[src/rtl/wf_pkg.sv]
// Shared definitions for the serial waveform generator/decoder pair:
// decoder state encoding and the default frame pattern.
package wf_pkg;

  localparam int          WF_WIDTH   = 16;
  localparam logic [15:0] WF_PATTERN = 16'hA5C3;

  typedef enum logic [1:0] {
    SEARCH = 2'd0,
    VERIFY = 2'd1,
    LOCKED = 2'd2
  } wf_state_e;

endpackage : wf_pkg

[src/rtl/wf_shift_cmp.sv]
// Serial-in shift register with a combinational look-ahead of the next
// window (nxt) and its equality compare against the expected pattern.
module wf_shift_cmp
  import wf_pkg::*;
#(
  parameter int               WIDTH   = WF_WIDTH,
  parameter logic [WIDTH-1:0] PATTERN = WIDTH'(WF_PATTERN)
) (
  input  logic             clock,
  input  logic             clear,
  input  logic             i_wf,
  output logic [WIDTH-1:0] o_nxt,
  output logic             o_match
);

  // Only WIDTH-1 history bits are stored: the oldest bit of a full window
  // falls out on the same edge the newest one arrives.
  logic [WIDTH-2:0] r_shreg;
  logic [WIDTH-1:0] w_nxt;

  assign w_nxt   = {r_shreg, i_wf};
  assign o_nxt   = w_nxt;
  assign o_match = (w_nxt == PATTERN);

  // NOTE: sequential state is updated with <= so every register samples
  // pre-edge values regardless of statement order.
  always_ff @(posedge clock) begin
    if (clear) r_shreg <= '0;
    else       r_shreg <= w_nxt[WIDTH-2:0];
  end

endmodule : wf_shift_cmp

[src/rtl/wf_decoder.sv]
// Frame-alignment decoder: finds PATTERN in the serial stream, verifies it
// for LOCK_FRAMES frames, then reports per-frame good/bad while locked.
module wf_decoder
  import wf_pkg::*;
#(
  parameter int               WIDTH       = WF_WIDTH,
  parameter logic [WIDTH-1:0] PATTERN     = WIDTH'(WF_PATTERN),
  parameter int               LOCK_FRAMES = 2,
  parameter int               LOSE_ERRS   = 3,
  parameter int               CNT_W       = 8
) (
  input  logic             clock,
  input  logic             clear,
  input  logic             wf,
  output logic             locked,
  output logic             frame_ok,
  output logic             frame_err,
  output logic [CNT_W-1:0] err_cnt,
  output logic [WIDTH-1:0] frame_data
);

  localparam int POS_W  = (WIDTH > 2) ? $clog2(WIDTH) : 1;
  localparam int GOOD_W = $clog2(LOCK_FRAMES + 1);
  localparam int MISS_W = $clog2(LOSE_ERRS + 1);

  localparam logic [POS_W-1:0]  POS_LAST  = POS_W'(WIDTH - 1);
  localparam logic [GOOD_W-1:0] GOOD_LAST = GOOD_W'(LOCK_FRAMES - 1);
  localparam logic [MISS_W-1:0] MISS_LAST = MISS_W'(LOSE_ERRS - 1);
  localparam logic [CNT_W-1:0]  CNT_MAX   = '1;

  wf_state_e         r_state, w_state_n;
  logic [POS_W-1:0]  r_pos, w_pos_n;
  logic [GOOD_W-1:0] r_good, w_good_n;
  logic [MISS_W-1:0] r_miss, w_miss_n;
  logic [CNT_W-1:0]  r_err_cnt, w_err_cnt_n;
  logic [WIDTH-1:0]  r_frame_data, w_frame_data_n;
  logic              r_locked, r_frame_ok, r_frame_err;
  logic              w_frame_ok_n, w_frame_err_n;

  logic [WIDTH-1:0]  w_nxt;
  logic              w_match;
  logic              w_boundary;

  wf_shift_cmp #(
    .WIDTH   (WIDTH),
    .PATTERN (PATTERN)
  ) u_shift_cmp (
    .clock   (clock),
    .clear   (clear),
    .i_wf    (wf),
    .o_nxt   (w_nxt),
    .o_match (w_match)
  );

  assign w_boundary = (r_pos == POS_LAST);

  // NOTE: every signal written here gets a default first, so no path
  // through the case can leave one unassigned and infer a latch.
  always_comb begin
    w_state_n      = r_state;
    w_pos_n        = r_pos;
    w_good_n       = r_good;
    w_miss_n       = r_miss;
    w_err_cnt_n    = r_err_cnt;
    w_frame_data_n = r_frame_data;
    w_frame_ok_n   = 1'b0;
    w_frame_err_n  = 1'b0;

    case (r_state)
      SEARCH: begin
        // Every bit offset is tried, which is what makes slip recovery work.
        if (w_match) begin
          w_pos_n        = '0;
          w_good_n       = GOOD_W'(1);
          w_frame_data_n = w_nxt;
          w_frame_ok_n   = 1'b1;
          if (LOCK_FRAMES == 1) begin
            w_state_n = LOCKED;
            w_miss_n  = '0;
          end else begin
            w_state_n = VERIFY;
          end
        end
      end

      VERIFY: begin
        if (!w_boundary) begin
          w_pos_n = r_pos + 1'b1;
        end else begin
          w_pos_n = '0;
          if (w_match) begin
            w_frame_ok_n   = 1'b1;
            w_frame_data_n = w_nxt;
            w_good_n       = r_good + 1'b1;
            if (r_good == GOOD_LAST) begin
              w_state_n = LOCKED;
              w_miss_n  = '0;
            end
          end else begin
            w_state_n = SEARCH;
            w_good_n  = '0;
          end
        end
      end

      LOCKED: begin
        if (!w_boundary) begin
          w_pos_n = r_pos + 1'b1;
        end else begin
          w_pos_n        = '0;
          w_frame_data_n = w_nxt;
          if (w_match) begin
            w_frame_ok_n = 1'b1;
            w_miss_n     = '0;
          end else begin
            w_frame_err_n = 1'b1;
            if (r_err_cnt != CNT_MAX) w_err_cnt_n = r_err_cnt + 1'b1;
            if (r_miss == MISS_LAST) begin
              w_state_n = SEARCH;
              w_good_n  = '0;
              w_miss_n  = '0;
            end else begin
              w_miss_n = r_miss + 1'b1;
            end
          end
        end
      end

      default: w_state_n = SEARCH;
    endcase
  end

  always_ff @(posedge clock) begin
    if (clear) begin
      r_state      <= SEARCH;
      r_pos        <= '0;
      r_good       <= '0;
      r_miss       <= '0;
      r_err_cnt    <= '0;
      r_frame_data <= '0;
      r_locked     <= 1'b0;
      r_frame_ok   <= 1'b0;
      r_frame_err  <= 1'b0;
    end else begin
      r_state      <= w_state_n;
      r_pos        <= w_pos_n;
      r_good       <= w_good_n;
      r_miss       <= w_miss_n;
      r_err_cnt    <= w_err_cnt_n;
      r_frame_data <= w_frame_data_n;
      r_locked     <= (w_state_n == LOCKED);
      r_frame_ok   <= w_frame_ok_n;
      r_frame_err  <= w_frame_err_n;
    end
  end

  assign locked     = r_locked;
  assign frame_ok   = r_frame_ok;
  assign frame_err  = r_frame_err;
  assign err_cnt    = r_err_cnt;
  assign frame_data = r_frame_data;

endmodule : wf_decoder
[config.mk]
export PLATFORM = sky130hd
export DESIGN_NAME = wf_decoder
export DESIGN_NICKNAME = d
export VERILOG_FILES = /design/src/rtl/wf_pkg.sv /design/src/rtl/wf_shift_cmp.sv /design/src/rtl/wf_decoder.sv
export SDC_FILE = /design/constraint.sdc
export NUM_CORES = 1
export LEC_CHECK = 0
export BUFFER_PORTS_ARGS = -buffer_cell sky130_fd_sc_hd__buf_4
export CAP_MARGIN = 20
export CORE_ASPECT_RATIO = 1.2
export CORE_MARGIN = 4
export CORE_UTILIZATION = 45
export DETAILED_ROUTE_END_ITERATION = 6
export HOLD_SLACK_MARGIN = 0.08
export PLACE_DENSITY = 0.68
export SLEW_MARGIN = 20
export SYNTH_ARGS = -nofsm -noshare
export SYNTH_HDL_FRONTEND = slang
export SYNTH_SLANG_ARGS = --single-unit
[constraint.sdc]
create_clock -name clock -period 5.75 [get_ports clock]
set_input_delay 1.15 -clock clock [delete_from_list [all_inputs] [get_ports clock]]
set_output_delay 1.15 -clock clock [all_outputs]
set_load 0.05 [all_outputs]
==> flow_metrics.py <==
metrics = {
    "run_status": {
        "outcome": "finished, final reports clean",
    },
    "floorplan": {
        "fp.dieW_um": 71.4,
        "die_area_um2": 6010,
        "fp.dieH_um": 84.1,
        "rows": 27,
        "start_util_pct": 46.9,
        "core-area_um2": 4630,
        "io_pins": 30,
    },
    "setup_path": {
        "crit_arrival_ns": 3.03,
        "cp-end-kind": "register",
        "setup.worst_path.class": "in -> reg",
        "cp.required_ns": 5.93,
        "cp_max_fo": 6,
        "startpoint_type": "input pin",
    },
    "run": {
        "max-cap-violations": 0,
    },
    "clock_network": {
        "ctsResizeCount": 0,
        "cts_tree": "done",
        "cts_num_sinks": 52,
        "clock_latency_ns": 0.30,
        "cts-buffers-inserted": 5,
        "clockBufferDepth": 2,
        "hold_buffers": 0,
        "postCtsSetupRepairBufs": 0,
        "cts.htree.levels": 2,
        "root_buffer": "clkbuf_8",
        "path_clk_slew_ns": 0.08,
    },
    "global_routing": {
        "grt_util_all_layers_pct": 13.7,
        "use_met3_pct": 3.73,
        "use_met1_pct": 17.4,
        "grt-ovfl-total": 0,
        "met2_usage_pct": 21.8,
        "grt_max_degree": 54,
        "grt_antenna_before_repair": 0,
        "grt_pass1_vias": 1484,
        "grt_pass1_wl_mm": 6.71,
        "grt-busiest-layer": "met2",
    },
    "detailed_routing": {
        "wl_mm": 3.91,
        "first_iter_violations": 106,
        "avgRoutedWirePerCell_um": 12.8,
        "vias_per_cell": 5.40,
        "vias": 1641,
        "ant_nets": 0,
        "drcViolationCount": 0,
        "dr.pass1.iters": 4,
    },
    "logic_synthesis": {
        "synth_compound_area_share_pct": 8.47,
        "synth-seq-cells": 52,
        "synthesis.instances": 216,
        "yosysSeqAreaShare_pct": 47.9,
        "syn_nets": 226,
        "synth.avg_cell_area_um2": 10.1,
        "synth_area_um2": 2170,
        "synth_top_family_by_area": "simple AND/OR/NAND/NOR gates",
        "yosysUniqueCellTypes": 38,
        "synthXorXnorAreaFrac_pct": 2.42,
        "yosys.area_share.adder_pct": 4.03,
        "synthMuxAreaShare_pct": 10.2,
        "synthSimpleGateAreaFrac_pct": 24.5,
        "synth_warnings": 0,
    },
    "timing": {
        "tightest_slew_ns": 0.920,
        "hold_ws_ns": 0.458,
        "period_needed_ns": 2.86,
        "hold_viol_final": 0,
        "slew_headroom_pct": 37.9,
        "finalSetupViolCount": 0,
        "fmax_mhz": 350,
        "fin_skew_ns": 0.00789,
        "rsz0062_at_grt": "false",
        "slew_violations": 0,
        "tns_ns": 0,
        "period_share_pct": 49.7,
    },
    "placement": {
        "dpl.hpwl_mm": 2.69,
        "port_buffers": 29,
        "routabilityCongestion": 0.763,
        "place_area_um2": 2450,
        "placed_cells": 296,
    },
    "final_layout": {
        "syn_to_final_growth_pct": 18.4,
        "final_common_cell": "dfxtp_1",
        "num_antenna_cells": 0,
        "layout-drive-gt1-share_pct": 24.0,
        "layout.nets": 255,
        "layout_common_cells": "dfxtp_1, nor2b_1, buf_4, mux2_2, nor2_1",
        "fill_cells": 415,
        "finalNonFillerCells": 304,
        "design_area_um2": 2570,
    },
    "pwr": {
        "ir_drop_v": 0.000150,
        "p_leak_uw": 0.00101,
        "powerDensity_nw_per_um2": 245,
    },
    "worst_hold_path": {
        "worstHoldPathType": "reg -> reg",
    },
}
==> sequential cells by signal, indices dropped and copies added (netlist names) <==
name                 flops
err_cnt                  8
frame_data              16
frame_err                1
frame_ok                 1
locked                   1
r_good                   2
r_miss                   2
r_pos                    4
r_state                  2
u_shift_cmp.r_shreg     15
==> layer usage <==
metal / vias up / wire [µm]
met5: - / 0
met4: 0 / 72
met3: 8 / 140
met2: 25 / 1870
met1: 781 / 1820
li1: 827 / -
==> synthesized netlist by cell type, drive strengths merged <==
| master | instances | share of area (%) |
|---|---|---|
| or4 | 1 | 0.52 |
| nor4b | 1 | 0.40 |
| clkbuf | 9 | 1.6 |
| nand2b | 4 | 1.2 |
| xnor2 | 6 | 2.4 |
| mux2 | 17 | 8.8 |
| nor3b | 2 | 0.69 |
| or4b | 3 | 1.6 |
| ha | 7 | 4.0 |
| a311o | 1 | 0.46 |
| a31oi | 2 | 0.58 |
| nand4 | 2 | 0.58 |
| a221o | 1 | 0.46 |
| o21bai | 1 | 0.35 |
| a211oi | 1 | 0.35 |
| o41ai | 2 | 0.81 |
| o21ai | 6 | 1.4 |
| nand3 | 4 | 0.92 |
| inv | 5 | 0.86 |
| a21oi | 6 | 1.4 |
| a22o | 1 | 0.40 |
| nand3b | 3 | 1.0 |
| nor4 | 7 | 2.0 |
| a311oi | 1 | 0.40 |
| nor3 | 5 | 1.2 |
| o22ai | 1 | 0.29 |
| o31ai | 1 | 0.35 |
| and3 | 3 | 0.86 |
| nor2b | 32 | 9.2 |
| dfxtp | 52 | 48 |
| a32o | 1 | 0.46 |
| a32oi | 2 | 0.81 |
| nand2 | 6 | 1.0 |
| nand4b | 2 | 0.81 |
| nor2 | 15 | 2.6 |
| mux2i | 3 | 1.4 |
==> worst max-delay path, cell delays in order <==
cell	delay, ns
buf_4	0.09
nand4b_1	0.18
o41ai_1	0.90
o21ai_0	0.41
a32oi_1	0.26
nor2_1	0.05
==> path summary, 6_finish.rpt <==
kind,start,to,slack (ns),cells after the start
setup / recovery,wf,r_pos[0],2.89,6
hold / removal,r_good[1],r_good[1],0.46,2
setup reg to reg,u_shift_cmp.r_shreg[2],r_pos[0],3.16,5
hold reg to reg,r_good[1],r_good[1],0.46,2
==> per-stage QoR <==
stage	worst slack [ns]	total power, µW	util (%)
2_1_floorplan	2.84	376	-
3_3_place_gp	2.62	379	52.9
3_5_place_dp	2.61	379	52.9
4_1_cts	2.94	641	55.6
5_1_grt	2.74	657	55.6
6_report	2.89	630	55.6
==> final cells by class <==
cell class                      count  area (µm²)  share of cell area, %
Inverter                            5        18.8                  0.730
Tap cell                           58        72.6                   2.82
Clock inverter                      2        38.8                   1.51
Sequential cell                    52        1040                   40.5
Clock buffer                        6        82.6                   3.21
Multi-Input combinational cell    150        1080                   42.2
Timing Repair Buffer               31         233                   9.05
==> power by group <==
group          internal [µW]  switching, µW
Clock                    142            118
Sequential               361          0.522
Combinational           2.58           6.37
Total                    506            125
==> cells by family (layout without fill, tap and decap cells) <==
group,Yosys count,count (layout)
mux,20,20
compound gates,27,27
simple gates,90,90
buf+inv,14,44
flops,52,52
xor+xnor,6,6
fa+ha+maj,7,7
No activity file was read; power rests on OpenSTA's default activity.
